--- src/rtl/hazard_ctrl_if.sv ---
// Pipeline <-> hazard controller bundle: stage instruction words in, hold/kill/bypass controls out.
// nop_inst carries the word the pipeline loads into a killed or bubbled register.
interface hazard_ctrl_if #(
  parameter int unsigned CNT_W = 32
);
  logic [31:0]      instD, instX, instM, instW;
  logic             redirectX;
  logic             stallF, stallD, killD, bubbleX;
  logic [1:0]       bypA;
  logic             bypB, wbfwdA, wbfwdB;
  logic             validX, validM, validW;
  logic [CNT_W-1:0] stall_cnt, flush_cnt;
  logic [31:0]      nop_inst;

  modport master (
    output instD, instX, instM, instW, redirectX,
    input  stallF, stallD, killD, bubbleX, bypA, bypB, wbfwdA, wbfwdB,
    input  validX, validM, validW, stall_cnt, flush_cnt, nop_inst
  );

  modport slave (
    input  instD, instX, instM, instW, redirectX,
    output stallF, stallD, killD, bubbleX, bypA, bypB, wbfwdA, wbfwdB,
    output validX, validM, validW, stall_cnt, flush_cnt, nop_inst
  );
endinterface

--- src/rtl/hazard_ctrl.sv ---
// RV32I 5-stage hazard controller: stage valid bits, bypass selects, load-use stall, redirect flush.
// Define HAZARD_PERF_EN to build the saturating stall/flush performance counters.
module hazard_ctrl #(
  parameter logic [31:0] NOP   = 32'h0000_0013,
  parameter int unsigned CNT_W = 32
) (
  input  logic         clk,
  input  logic         rst,
  hazard_ctrl_if.slave hz
);

  typedef enum logic [6:0] {
    OPC_OP     = 7'b0110011,
    OPC_OPIMM  = 7'b0010011,
    OPC_LOAD   = 7'b0000011,
    OPC_STORE  = 7'b0100011,
    OPC_BRANCH = 7'b1100011,
    OPC_JAL    = 7'b1101111,
    OPC_JALR   = 7'b1100111,
    OPC_LUI    = 7'b0110111,
    OPC_AUIPC  = 7'b0010111
  } opcode_t;

  typedef enum logic [1:0] {
    SRC_RS    = 2'd0,
    SRC_ALUM  = 2'd1,
    SRC_DATAW = 2'd2
  } byp_src_t;

  typedef struct packed {
    logic       wr;
    logic       use1;
    logic       use2;
    logic       load;
    logic [4:0] rd;
    logic [4:0] rs1;
    logic [4:0] rs2;
  } dec_t;

  function automatic dec_t decode(input logic [31:0] inst);
    dec_t d;
    d     = '0;
    d.rd  = inst[11:7];
    d.rs1 = inst[19:15];
    d.rs2 = inst[24:20];
    case (inst[6:0])
      OPC_OP:                      begin d.wr = 1'b1; d.use1 = 1'b1; d.use2 = 1'b1; end
      OPC_OPIMM, OPC_JALR:         begin d.wr = 1'b1; d.use1 = 1'b1; end
      OPC_LOAD:                    begin d.wr = 1'b1; d.use1 = 1'b1; d.load = 1'b1; end
      OPC_STORE, OPC_BRANCH:       begin d.use1 = 1'b1; d.use2 = 1'b1; end
      OPC_JAL, OPC_LUI, OPC_AUIPC: d.wr = 1'b1;
      default:                     ;
    endcase
    d.wr = d.wr & (d.rd != '0);
    return d;
  endfunction

  dec_t     dD, dX, dM, dW;
  logic     vD, vX, vM, vW;
  logic     prodM, prodW, hazX, hazM, load_use;
  byp_src_t bypA_src;

  always_comb begin
    dD    = decode(hz.instD);
    dX    = decode(hz.instX);
    dM    = decode(hz.instM);
    dW    = decode(hz.instW);
    prodM = vM & dM.wr;
    prodW = vW & dW.wr;
    // A load still in M cannot be bypassed, so the dependent stays in D until the load reaches W.
    hazX  = vD & vX & dX.wr & dX.load &
            ((dD.use1 & (dD.rs1 == dX.rd)) | (dD.use2 & (dD.rs2 == dX.rd)));
    hazM  = vD & prodM & dM.load &
            ((dD.use1 & (dD.rs1 == dM.rd)) | (dD.use2 & (dD.rs2 == dM.rd)));
    load_use = hazX | hazM;
  end

  always_comb begin
    hz.stallF  = 1'b0;
    hz.stallD  = 1'b0;
    hz.killD   = 1'b0;
    hz.bubbleX = 1'b0;
    hz.bypB    = 1'b0;
    hz.wbfwdA  = 1'b0;
    hz.wbfwdB  = 1'b0;
    bypA_src   = SRC_RS;
    if (rst || hz.redirectX) begin
      hz.killD   = 1'b1;
      hz.bubbleX = 1'b1;
    end else if (load_use) begin
      hz.stallF  = 1'b1;
      hz.stallD  = 1'b1;
      hz.bubbleX = 1'b1;
    end
    if (!rst) begin
      if (vX && dX.use1) begin
        if (prodM && !dM.load && (dM.rd == dX.rs1))
          bypA_src = SRC_ALUM;
        else if (prodW && (dW.rd == dX.rs1))
          bypA_src = SRC_DATAW;
      end
      hz.bypB   = vX & prodM & ~dM.load & (dM.rd == dX.rs2);
      hz.wbfwdA = vD & prodW & dD.use1 & (dW.rd == dD.rs1);
      hz.wbfwdB = vD & prodW & dD.use2 & (dW.rd == dD.rs2);
    end
    hz.bypA = bypA_src;
  end

  always_ff @(posedge clk) begin
    if (rst) begin
      vD <= 1'b0;
      vX <= 1'b0;
      vM <= 1'b0;
      vW <= 1'b0;
    end else begin
      vM <= vX;
      vW <= vM;
      if (hz.redirectX) begin
        vD <= 1'b0;
        vX <= 1'b0;
      end else if (load_use) begin
        vX <= 1'b0;
      end else begin
        vD <= 1'b1;
        vX <= vD;
      end
    end
  end

  assign hz.validX   = vX;
  assign hz.validM   = vM;
  assign hz.validW   = vW;
  assign hz.nop_inst = NOP;

`ifdef HAZARD_PERF_EN
  logic [CNT_W-1:0] stall_q, flush_q;

  always_ff @(posedge clk) begin
    if (rst) begin
      stall_q <= '0;
      flush_q <= '0;
    end else begin
      if (hz.redirectX && (flush_q != '1))
        flush_q <= flush_q + CNT_W'(1);
      if (load_use && !hz.redirectX && (stall_q != '1))
        stall_q <= stall_q + CNT_W'(1);
    end
  end

  assign hz.stall_cnt = stall_q;
  assign hz.flush_cnt = flush_q;
`else
  assign hz.stall_cnt = '0;
  assign hz.flush_cnt = '0;
`endif

endmodule

--- src/flat_wrapper.sv ---
// flat-port wrapper written by rule: the top's interface ports become plain ports
module hazard_ctrl_flat 
#(
  parameter logic [31:0] NOP   = 32'h0000_0013,
  parameter int unsigned CNT_W = 32
)
  (clk, rst, hz_instD, hz_instX, hz_instM, hz_instW, hz_redirectX, hz_stallF, hz_stallD, hz_killD, hz_bubbleX, hz_bypA, hz_bypB, hz_wbfwdA, hz_wbfwdB, hz_validX, hz_validM, hz_validW, hz_stall_cnt, hz_flush_cnt, hz_nop_inst);
  hazard_ctrl_if #(.CNT_W(CNT_W)) hz_i ();
  input  logic clk;
  input  logic rst;
  input wire logic [$bits(hz_i.instD)-1:0] hz_instD;
  input wire logic [$bits(hz_i.instX)-1:0] hz_instX;
  input wire logic [$bits(hz_i.instM)-1:0] hz_instM;
  input wire logic [$bits(hz_i.instW)-1:0] hz_instW;
  input wire logic [$bits(hz_i.redirectX)-1:0] hz_redirectX;
  output wire logic [$bits(hz_i.stallF)-1:0] hz_stallF;
  output wire logic [$bits(hz_i.stallD)-1:0] hz_stallD;
  output wire logic [$bits(hz_i.killD)-1:0] hz_killD;
  output wire logic [$bits(hz_i.bubbleX)-1:0] hz_bubbleX;
  output wire logic [$bits(hz_i.bypA)-1:0] hz_bypA;
  output wire logic [$bits(hz_i.bypB)-1:0] hz_bypB;
  output wire logic [$bits(hz_i.wbfwdA)-1:0] hz_wbfwdA;
  output wire logic [$bits(hz_i.wbfwdB)-1:0] hz_wbfwdB;
  output wire logic [$bits(hz_i.validX)-1:0] hz_validX;
  output wire logic [$bits(hz_i.validM)-1:0] hz_validM;
  output wire logic [$bits(hz_i.validW)-1:0] hz_validW;
  output wire logic [$bits(hz_i.stall_cnt)-1:0] hz_stall_cnt;
  output wire logic [$bits(hz_i.flush_cnt)-1:0] hz_flush_cnt;
  output wire logic [$bits(hz_i.nop_inst)-1:0] hz_nop_inst;
  assign hz_i.instD = hz_instD;
  assign hz_i.instX = hz_instX;
  assign hz_i.instM = hz_instM;
  assign hz_i.instW = hz_instW;
  assign hz_i.redirectX = hz_redirectX;
  assign hz_stallF = hz_i.stallF;
  assign hz_stallD = hz_i.stallD;
  assign hz_killD = hz_i.killD;
  assign hz_bubbleX = hz_i.bubbleX;
  assign hz_bypA = hz_i.bypA;
  assign hz_bypB = hz_i.bypB;
  assign hz_wbfwdA = hz_i.wbfwdA;
  assign hz_wbfwdB = hz_i.wbfwdB;
  assign hz_validX = hz_i.validX;
  assign hz_validM = hz_i.validM;
  assign hz_validW = hz_i.validW;
  assign hz_stall_cnt = hz_i.stall_cnt;
  assign hz_flush_cnt = hz_i.flush_cnt;
  assign hz_nop_inst = hz_i.nop_inst;
  hazard_ctrl #(.NOP(NOP), .CNT_W(CNT_W)) u_core (.clk(clk), .rst(rst), .hz(hz_i));
endmodule
--- config.mk ---
export PLATFORM = sky130hd
export DESIGN_NAME = hazard_ctrl_flat
export DESIGN_NICKNAME = d
export VERILOG_FILES = /design/src/rtl/hazard_ctrl_if.sv /design/src/rtl/hazard_ctrl.sv /design/src/flat_wrapper.sv
export SDC_FILE = /design/constraint.sdc
export NUM_CORES = 1
export LEC_CHECK = 0
export BUFFER_PORTS_ARGS = -buffer_cell sky130_fd_sc_hd__buf_2
export CAP_MARGIN = 5
export CORE_AREA = 4 4 90 92
export DETAILED_ROUTE_END_ITERATION = 8
export DIE_AREA = 0 0 94 96
export PLACE_DENSITY_LB_ADDON = 0.05
export SLEW_MARGIN = 10
export SYNTH_ARGS = -nofsm -noshare
export SYNTH_HDL_FRONTEND = slang
export SYNTH_SLANG_ARGS = --single-unit
--- constraint.sdc ---
create_clock -name clk -period 1.1 [get_ports clk]
set_input_delay 0 -clock clk [delete_from_list [all_inputs] [get_ports clk]]
set_output_delay 0 -clock clk [all_outputs]
set_load 0.005 [all_outputs]
## Word level (Yosys, flattened, before mapping)

Index checks and enable logic that the tools add are counted.

| word-level totals | value |
|---|---|
| register bits | 4 |
| output and inout bits | 108 |
| word-level logic and storage cells | 106 |

| cells by class | value |
|---|---|
| equality and inequality tests | 38 |
| muxes and demuxes | 19 |
| bitwise operators | 28 |
| reductions and logical operators | 17 |

Operators with widths:

| kind | number |
|---|---|
| equality test 7 x 6 -> 1 bit (second input constant) | 9 |
| equality test 7 bit (second input constant) | 9 |
| equality test 7 x 5 -> 1 bit (second input constant) | 7 |
| equality test 5 bit | 9 |
| equality test 7 x 2 -> 1 bit (second input constant) | 4 |
| AND 1 bit | 24 |
| OR reduction 7 bit | 3 |
| 2-to-1 mux 1 bit | 15 |
| nonzero test 5 bit | 3 |
| OR reduction 6 bit | 2 |
| 2-to-1 mux 2 bit | 4 |
| OR reduction 3 bit | 2 |
| logical AND 1 bit | 4 |
| bitwise OR 1 bit | 3 |
| OR reduction 2 bit | 1 |
| logical NOT 1 bit | 1 |
| logical OR 1 bit | 1 |
| inverter 1 bit | 1 |

## Longest topological paths before layout

Gate-level depths: netlist (run 1).

| depth | value |
|---|---|
| depth in word-level cells | 11 |
| gate-level depth with buffers | 7 |

## Worst setup path before layout (run 1)

OpenSTA, ideal clock, no wires.

| timing path | value |
|---|---|
| path kind | input -> output |
| start point | in hz_instM[7] |
| end point | out hz_stallF |
| data arrival time | 1.169 ns |
| required time | 1.100 ns |
| slack | -0.069 ns |
| stages | 7 |
| path buffers | 2 |
| cells stage by stage | buf_6 -> or4_4 -> o32ai_4 -> nor4_2 -> o21ai_2 -> a21oi_1 -> buf_4 |

| between the ends | value |
|---|---|
| word-level cells in the longest chain between the ends | 9 |
| elaborated cells on any way between the ends | 14 |
| those cells by class | 2 x eq/ne; 2 x mux; 9 x bitwise; 1 x reduce/logical |

Ends and longest elaborated chain:

| element | line | source |
|---|---|---|
| from (decl) | flat_wrapper.sv:13 | `input wire logic [$bits(hz_i.instM)-1:0] hz_instM;` |
| nonzero test 5 bit | hazard_ctrl.sv:54 | `d.wr = d.wr & (d.rd != '0);` |
| AND 1 bit | hazard_ctrl.sv:54 |  |
| AND 1 bit | hazard_ctrl.sv:68 | `prodM = vM & dM.wr;` |
| AND 1 bit (2 in a row) | hazard_ctrl.sv:73 | `hazM = vD & prodM & dM.load &` |
| AND 1 bit * | hazard_ctrl.sv:73 |  |
| bitwise OR 1 bit * | hazard_ctrl.sv:75 | `load_use = hazX \| hazM;` |
| 2-to-1 mux 1 bit * (2 in a row) | - |  |
| to (decl) | flat_wrapper.sv:16 | `output wire logic [$bits(hz_i.stallF)-1:0] hz_stallF;` |

Mark *: on every way between the ends. The rest lies on a longest branch, timed or not.

## Worst setup path after layout (run 1)

| timing path | value |
|---|---|
| start point | reg u_core.vX, in the netlist u_core.hz.validX |
| end point | out hz_bypA[1] |

| between the ends | value |
|---|---|
| word-level cells in the longest chain between the ends | 3 |

Ends and longest elaborated chain:

| element | line | source |
|---|---|---|
| from (decl) | hazard_ctrl.sv:59 | `logic vD, vX, vM, vW;` |
| from (signal assigned) | hazard_ctrl.sv:125 | `vX <= vD;` |
| logical AND 1 bit | hazard_ctrl.sv:96 | `if (vX && dX.use1) begin` |
| 2-to-1 mux 2 bit | hazard_ctrl.sv:96 |  |
| 2-to-1 mux 2 bit | hazard_ctrl.sv:95 | `if (!rst) begin` |
| to (decl) | flat_wrapper.sv:20 | `output wire logic [$bits(hz_i.bypA)-1:0] hz_bypA;` |

Every way passes these cells.

==> impl_metrics.ini, run 1 <==
[clocking]
cts_max_level = 1
cts_inserted_buffers = 3
cts_root_buf = clkbuf_8
cts.sinks = 4
cts.path.max_buffers = 2
postCtsSetupBuffers = 0
cts.clk_slew.worst_paths_ns = 0.03
cts_tree = built
clk_latency_ns = 0.21

[worst_setup_path]
r2r_start = u_core.hz.validM
critPathArrivalTime_ns = 1.40
path_max_fanout = 2
cp-end-kind = output port
critPathRequiredTime_ns = 1.10
critPathLaunch = u_core.hz.validX
start_kind = flop
criticalPathCategory = flop to output port

[power_and_ir_drop]
finalPower_w = 0.00105
p_leak_nw = 1.11
combinationalPowerShare_pct = 56.7
p_per_area_nw_per_um2 = 478
p_int_w = 0.000662
pwr-share-seq_pct = 14.8
peakVddDrop_mv = 0.317
p_switching_w = 0.000385
switching_share_pct = 36.8
power_frac_clock_pct = 28.6

[detailed_routing]
vias = 1487
dr_wl_met2_um = 2420
dr_wl_met3_um = 523
routedWlPerCell_um = 11.9
drt-pass1-iter-count = 2
ant_nets = 0
wl_um = 4990
top_layer = met3
dr.first_iter.drc_count = 10
via_per_inst = 3.55
drc_errors = 0
wl_met1_um = 2050

[synth]
synth_largest_area_cell = buf_4
yosys_warnings = 0
synth_cell_types = 30
synth_area_per_cell_um2 = 7.76
synth.ff_latch_count = 4
synth_area_um2 = 1680
syn_inst = 217
synth.area.top_cells = buf_4 (45%), xor2_1 (13%), xnor2_1 (10%)
ys_seq_area_share_pct = 4.76
synth_top_area_share_pct = 44.6

[floorplan]
io_pins = 239
rows = 31
die_w_um = 94
die_h_um = 96
core_area_um2 = 7210
start_util_pct = 23.3
die_area_um2 = 9020

[global_route]
grt_pass1_wl_um = 7170
grtUsageTotal_pct = 10.3
grt-ovfl-total = 0
grt_max_degree = 6
grt_pass1_vias = 1492
antenna_found_initial = 0

[timing]
fin_setup_tns_ns = -1.93
worst_slack_ns = -0.302
finalCriticalPeriod_ns = 1.40
final-max-slew-violation-count = 0
finalSetupViolations = 9
grt_setup_unrepaired = true
post-route-period-util_pct = 127
fmaxAchievable_mhz = 713
hold_viol = 0
fin_skew_ns = 0.00348

[job]
cap_viol_max_count = 0

[placement]
dp_hpwl_um = 4650
portBuffers = 77
place_congestion = 0.842

[layout]
syn_to_final_growth_pct = 30.0
layout.nets = 453
n_fill_cell = 827
drive_gt1_share_pct = 41.6
antenna_cells = 0
utilization_pct = 30.3

[outcome]
failed_checks = negative setup slack
outcome = finished, violations left

[worst_hold_path]
hp-start = rst
holdCritPathClass = input port to flop
cell usage after synthesis:
cell type / instances
conb_1: 2
nor4_2: 2
and3_2: 1
nor3_1: 5
nor2_1: 7
or4_4: 1
and3_1: 1
xnor2_1: 20
o2111ai_1: 2
buf_4: 100
nor3b_1: 1
nand2_1: 2
inv_1: 2
o221ai_1: 1
o32ai_4: 1
nand4b_1: 2
dfxtp_1: 4
a21oi_1: 2
nor2b_1: 3
and3b_1: 2
o21ai_2: 1
o21ai_0: 3
and4_1: 2
nand3b_1: 4
nand3_1: 7
buf_6: 2
xor2_1: 25
nand4_1: 2
nor4_1: 6
or4_1: 4
flip-flops by register name (all words and copies together) (netlist names):
name	cells
u_core.hz.validM	1
u_core.hz.validW	1
u_core.hz.validX	1
u_core.vD	1
metrics by stage:
| step | cells | setup slack, ns | area [µm²] | hold WS (ns) |
|---|---|---|---|---|
| detailed placement | 415 | -0.365 | 2030 | 0.217 |
| finish | 419 | -0.302 | 2190 | 0.0132 |
| global route | 419 | -0.404 | 2190 | 0.0413 |
| CTS | 419 | -0.360 | 2150 | 0.0175 |
| floorplan | 311 | -0.0429 | 2040 | 0.0716 |
| global placement | 415 | -0.329 | 2030 | 0.213 |
layout make-up:
| cell class | count | area [µm²] | area share [%] |
|---|---|---|---|
| repair buffers | 108 | 656 | 30.0 |
| well taps | 99 | 124 | 5.66 |
| inverters | 2 | 7.51 | 0.343 |
| multi-input cells | 203 | 1270 | 58.3 |
| clock buffers | 3 | 41.3 | 1.89 |
| flip-flops and latches | 4 | 85.1 | 3.89 |
worst max-delay path, cell delays in order, from the launching register on:
cell and delay [ns]:
dfxtp_2 0.31, nor2b_4 0.14, nand3b_1 0.15, nor4_2 0.29
and3_1 0.18, buf_2 0.12
path summary, 6_finish.rpt:
path / end / slack [ns] / cells after the start
worst max-delay path: hz_bypA[1] / -0.30 / 5
worst min-delay path: u_core.hz.validW / 0.01 / 2
worst min register to register: u_core.hz.validX / 0.56 / 1
worst max register to register: u_core.hz.validX / -0.09 / 4
kinds of logic (layout without fill, tap and decap cells):
kind of cell	count (synthesis)	after routing	share of synthesized area (%)
buffers and inverters	104	113	46.4
AOI/OAI and AO/OA	10	10	5.20
other	2	96	0.446
xor gates and xnor gates	45	45	23.4
and+or+nand+nor	52	52	19.8
DFF	4	4	4.76
cells in the final DEF, fill, tap and decap left out, types with 2 or more instances in the layout:
cell type   n
nor4_4      2
buf_2      76
buf_4      27
a21oi_2     2
nor4_1      3
nand2_1     2
nand3_1     7
o21ai_0     2
nand3b_1    4
nand4_1     2
buf_12      2
dfxtp_2     4
nor2_1      7
inv_1       2
or4_4       2
nor3_2      2
and4_1      2
nor4_2      3
or4_1       3
and3b_1     2
xor2_1     25
nand4b_1    2
conb_1     96
nor3_1      3
clkbuf_8    3
nor2b_1     2
buf_6       2
xnor2_1    20
routing by layer:
layer	up-vias	GRT usage (%)
met5	-	0
met4	0	1.20
met3	0	2.89
met2	102	18.0
met1	648	12.8
li1	737	-
repair_timing:
action / 4_1_cts / 5_1_grt
endpoints found under the setup margin: 9 / 9
gates resized for setup: 15 / 8
hold buffers: 1 / 0
endpoints found under the hold margin: 1 / 0
pin swaps: 13 / 9
gates cloned: 0 / 0
power groups by stage:
stage	Sequential (W)	Combinational (W)	Clock, W
after floorplan	0.000155	0.000526	0
after global placement	0.000156	0.000562	0
after detailed placement	0.000155	0.000561	0
after CTS	0.000154	0.000583	0.000312
after global routing	0.000155	0.000671	0.000325
final	0.000155	0.000593	0.000299
Power figures use the tool's default switching activity.
==> run 2: changes to the inputs <==
--- a/config.mk
+++ b/config.mk
@@ -5,12 +5,13 @@
 export SDC_FILE = /design/constraint.sdc
 export NUM_CORES = 1
 export LEC_CHECK = 0
+export ABC_AREA = 1
 export BUFFER_PORTS_ARGS = -buffer_cell sky130_fd_sc_hd__buf_2
 export CAP_MARGIN = 5
 export CORE_AREA = 4 4 90 92
 export DETAILED_ROUTE_END_ITERATION = 8
 export DIE_AREA = 0 0 94 96
-export PLACE_DENSITY_LB_ADDON = 0.05
+export PLACE_DENSITY = 0.75
 export SLEW_MARGIN = 10
 export SYNTH_ARGS = -nofsm -noshare
 export SYNTH_HDL_FRONTEND = slang
==> impl_metrics.ini, run 2 <==
[power_and_ir_drop]
combinationalPowerShare_pct = 56.3
p_int_w = 0.000621
peakVddDrop_mv = 0.293
power_frac_clock_pct = 29.1
p_switching_w = 0.000433
switching_share_pct = 41.1
p_leak_nw = 1.28
finalPower_w = 0.00105
p_per_area_nw_per_um2 = 471
pwr-share-seq_pct = 14.6

[clocking]
cts.path.max_buffers = 2
cts_inserted_buffers = 3
clk_latency_ns = 0.22
cts_tree = built
cts.clk_slew.worst_paths_ns = 0.03
cts.sinks = 4
cts_max_level = 1
cts_root_buf = clkbuf_8

[timing]
fin_setup_tns_ns = -1.05
final-max-slew-violation-count = 0
fmaxAchievable_mhz = 759
whs_ns = 0.0115
hold_viol = 0
post-route-period-util_pct = 120
finalSetupViolations = 6
fin_skew_ns = 0.00327
finalCriticalPeriod_ns = 1.32
worst_slack_ns = -0.217
grt_setup_unrepaired = true

[worst_setup_path]
rrSetupSlack_ns = 0.06
criticalPathCategory = flop to output port
start_kind = flop
cp-end-kind = output port
critPathArrivalTime_ns = 1.32
critPathLaunch = u_core.hz.validM
endpoint = hz_stallF
path_max_fanout = 3
r2r_start = u_core.hz.validM
ff2ff_path_depth = 7
critPathRequiredTime_ns = 1.10
r2r-end = u_core.hz.validX

[placement]
place_congestion = 0.825
portBuffers = 77
placed_cells = 487
dp_hpwl_um = 4960

[global_route]
antenna_found_initial = 0
grt-ovfl-total = 0
grtUsageMet3_pct = 1.64
grt_max_degree = 7
grt_most_used_layer = met2
grtUsageMet2_pct = 21.2
grt_pass1_vias = 1648
grt_use_met1_pct = 12.5
grtUsageTotal_pct = 10.9
grt_pass1_wl_um = 7760

[floorplan]
die_h_um = 96
rows = 31
io_pins = 239
die_w_um = 94
die_area_um2 = 9020
start_util_pct = 27.4
core_area_um2 = 7210

[detailed_routing]
wl_um = 5310
drc_errors = 0
drt-pass1-iter-count = 4
routedWlPerCell_um = 10.8
dr.first_iter.drc_count = 46
vias = 1858
ant_nets = 0
via_per_inst = 3.77

[synth]
async_reset_ff_share_pct = 0
synth_area_per_cell_um2 = 6.40
synth_area_um2 = 1980
yosys_most_used_dff = dfxtp_1
ys_seq_area_share_pct = 4.05
synth_largest_area_cell = buf_4
synth_commonest_cells = buf_4 (98), nand2_1 (52), nor2_1 (29), inv_1 (21), xnor2_1 (19)
synth.ff_latch_count = 4
yosys_warnings = 0
syn_inst = 309
synth_edf_count = 0
synth_top_area_share_pct = 37.2
synth.area.top_cells = buf_4 (37%), nand2_1 (9.9%), xnor2_1 (8.4%)
synth_cell_types = 31
synth_most_common_cell = buf_4

[layout]
fin_cells = 493
antenna_cells = 0
layout.nets = 527
drive_gt1_share_pct = 32.7
layout_commonest_cell = conb_1
mostFrequentLayoutCells = conb_1 (96), buf_2 (77), nand2_1 (51)
syn_to_final_growth_pct = 13.2

[worst_hold_path]
holdCritPathClass = input port to flop

[job]
cap_viol_max_count = 0

[outcome]
failed_checks = negative setup slack
outcome = finished, violations left
[run 2: changes by cell type after synthesis, sizes merged, moves of 5 or more]
cell and change:
xor2 -16, or4 -5, nor4 -6, inv +26
nor2 +29, nand3 +8, nand2 +54
[run 2: worst max-delay path, cell delays in order, from the launching register on]
cell,delay [ns]
dfxtp_2,0.33
inv_2,0.05
nor2_4,0.10
nand4_4,0.14
nor2_4,0.15
nand2_2,0.08
a21oi_2,0.12
buf_2,0.12
[run 2: routing by layer]
layer,wire [µm],part of all wire [%]
met2,2800,53
met4,10,0.19
met5,0,0
met1,1950,37
met3,550,10
[run 2: cells by family after synthesis]
group | after synthesis | share of synthesized area (%)
other | 2 | 0.380
buffers and inverters | 129 | 44.2
xor gates and xnor gates | 31 | 14.9
and+or+nand+nor | 127 | 31.3
AOI/OAI and AO/OA | 16 | 5.19
DFF | 4 | 4.05
[run 2: area by class of cell]
cell class / instances / area [µm²]
fillers: 821 / 4980
multi-input cells: 270 / 1400
repair buffers: 89 / 482
well taps: 99 / 124
inverters: 28 / 105
flip-flops and latches: 4 / 83.8
clock buffers: 3 / 41.3
[run 2: power groups by stage]
stage / Combinational (W) / Sequential, W / Clock (W)
6_report: 0.000593 / 0.000153 / 0.000307
5_1_grt: 0.000673 / 0.000154 / 0.000324
4_1_cts: 0.000588 / 0.000153 / 0.000318
3_5_place_dp: 0.000579 / 0.000154 / 0
3_3_place_gp: 0.000573 / 0.000154 / 0
2_1_floorplan: 0.000595 / 0.000156 / 0
[run 2: worst min-delay path by stage]
stage,endpoint,cells after the start,from
after detailed placement,u_core.hz.validW,2,rst
after CTS,u_core.vD,2,hz_redirectX
final,u_core.vD,2,hz_redirectX
after global placement,u_core.hz.validW,2,rst
after floorplan,u_core.hz.validW,1,rst
after global routing,u_core.vD,2,hz_redirectX
[run 2: timing repair]
action                                 in CTS  in global routing
hold buffers                                1                  0
gates resized for setup                     8                  4
buffers inserted                            2                  0
pin swaps                                   9                  2
endpoints found under the hold margin       1                  0
setup endpoints to repair                   9                  9
[run 2: stage by stage]
stage | utilization [%] | setup slack, ns | cell area (µm²)
after floorplan | - | 0.00244 | 2330
after global placement | 29.7 | -0.0189 | 2140
after detailed placement | 29.7 | -0.0957 | 2140
after CTS | 30.8 | -0.249 | 2220
after global routing | 31.0 | -0.359 | 2240
final | 31.0 | -0.217 | 2240
==> run 3: changes to the inputs <==
--- a/config.mk
+++ b/config.mk
@@ -8,10 +8,10 @@
 export ABC_AREA = 1
 export BUFFER_PORTS_ARGS = -buffer_cell sky130_fd_sc_hd__buf_2
 export CAP_MARGIN = 5
-export CORE_AREA = 4 4 90 92
+export CORE_AREA = 4 4 91 93
 export DETAILED_ROUTE_END_ITERATION = 8
-export DIE_AREA = 0 0 94 96
-export PLACE_DENSITY = 0.75
+export DIE_AREA = 0 0 95 97
+export PLACE_DENSITY = 0.71
 export SLEW_MARGIN = 10
 export SYNTH_ARGS = -nofsm -noshare
 export SYNTH_HDL_FRONTEND = slang
==> constraint.sdc (replaced) <==
create_clock -name clk -period 1.3 [get_ports clk]
set_input_delay 0 -clock clk [delete_from_list [all_inputs] [get_ports clk]]
set_output_delay 0 -clock clk [all_outputs]
set_load 0.005 [all_outputs]
==> impl_metrics.ini, run 3 (synthesized netlist as in run 2, its figures left out) <==
[outcome]
outcome = finished, final reports clean

[clocking]
cts_max_level = 1
cts_inserted_buffers = 3
cts_tree = built
cts.clk_slew.worst_paths_ns = 0.03
clk_latency_ns = 0.22
cts.sinks = 4
cts_root_buf = clkbuf_8
cts.path.max_buffers = 2

[job]
cap_viol_max_count = 0

[global_route]
grt_pass1_wl_um = 7840
grt-ovfl-total = 0
antenna_found_initial = 1
grt_max_degree = 7
grtUsageTotal_pct = 10.6
grt_pass1_vias = 1771

[floorplan]
rows = 32
io_pins = 239
die_w_um = 95
die_h_um = 97
die_area_um2 = 9220
core_area_um2 = 7530
start_util_pct = 26.3

[worst_setup_path]
critPathArrivalTime_ns = 1.28
cp-end-kind = output port
start_kind = flop
critPathRequiredTime_ns = 1.30
rrSetupSlack_ns = 0.30
path_max_fanout = 3
criticalPathCategory = flop to output port

[detailed_routing]
vias = 1838
drc_errors = 0
wl_um = 5220
via_per_inst = 3.74
ant_nets = 0
routedWlPerCell_um = 10.6
dr.first_iter.drc_count = 42
drt-pass1-iter-count = 4

[placement]
placed_cells = 483
portBuffers = 77
place_congestion = 0.846
dp_hpwl_um = 4740

[timing]
hold_viol = 0
final-max-slew-violation-count = 0
finalSetupViolations = 0
post-route-period-util_pct = 98.8
finalCriticalPeriod_ns = 1.28
fin_skew_ns = 0.000885
grt_setup_unrepaired = true
fmaxAchievable_mhz = 779
whs_ns = 0.0267

[power_and_ir_drop]
p_leak_nw = 1.26
peakVddDrop_mv = 0.427
finalPower_w = 0.000892
p_per_area_nw_per_um2 = 403

[layout]
drive_gt1_share_pct = 31.5
layout_commonest_cell = conb_1
antenna_cells = 0
syn_to_final_growth_pct = 12.0
mostFrequentLayoutCells = conb_1 (96), buf_2 (77), nand2_1 (50)
n_fill_cell = 885
layout.nets = 523
fin_cells = 492

[worst_hold_path]
holdCritPathClass = input port to flop
[run 3: repair_timing]
action / in CTS / in global routing
gates resized for setup: 8 / 6
setup buffers: 4 / 0
endpoints found under the hold margin: 2 / 0
hold buffers: 2 / 0
setup endpoints to repair: 6 / 5
pin swaps: 6 / 5
[run 3: critical path, stage by stage (launching register included)]
cell and delay, ns:
dfxtp_2 0.32, inv_2 0.05, nor2_4 0.09, nand4_4 0.13
buf_4 0.18, nor3_2 0.16, buf_2 0.14
[run 3: layout make-up]
class / instances / area (µm²) / share of cell area, %
Timing Repair Buffer: 85 / 454 / 20.5
Sequential cell: 4 / 82.6 / 3.73
Inverter: 28 / 108 / 4.86
Tap cell: 102 / 128 / 5.76
Clock buffer: 3 / 41.3 / 1.86
Multi-Input combinational cell: 270 / 1400 / 63.3
[run 3: power by group]
part	internal, W	total, W	switching (W)
sequential	0.000127	0.000130	0.00000247
combinational	0.000199	0.000501	0.000302
clock	0.000197	0.000261	0.0000637
[run 3: routing by layer]
metal | track usage [%] | part of all wire [%]
met2 | 20.9 | 53
met4 | 1.78 | 1.1
met1 | 10.9 | 35
met3 | 2.72 | 11
met5 | 0 | 0.13
[run 3: path summary, 6_finish.rpt]
path / from / to / cells past startpoint
max: u_core.hz.validM / hz_bypB / 6
min: rst / u_core.vD / 2
max reg2reg: u_core.vD / u_core.hz.validX / 6
min reg2reg: u_core.hz.validX / u_core.hz.validM / 2
[run 3: stage by stage]
stage,util (%),instance area (µm²),worst slack (ns),TNS (ns)
after floorplan,-,2330,0.170,0
after global placement,27.7,2090,0.0976,0
after detailed placement,27.7,2090,0.104,0
after CTS,29.2,2190,-0.0263,-0.0739
after global routing,29.4,2210,-0.0798,-0.342
final,29.4,2210,0.0162,0
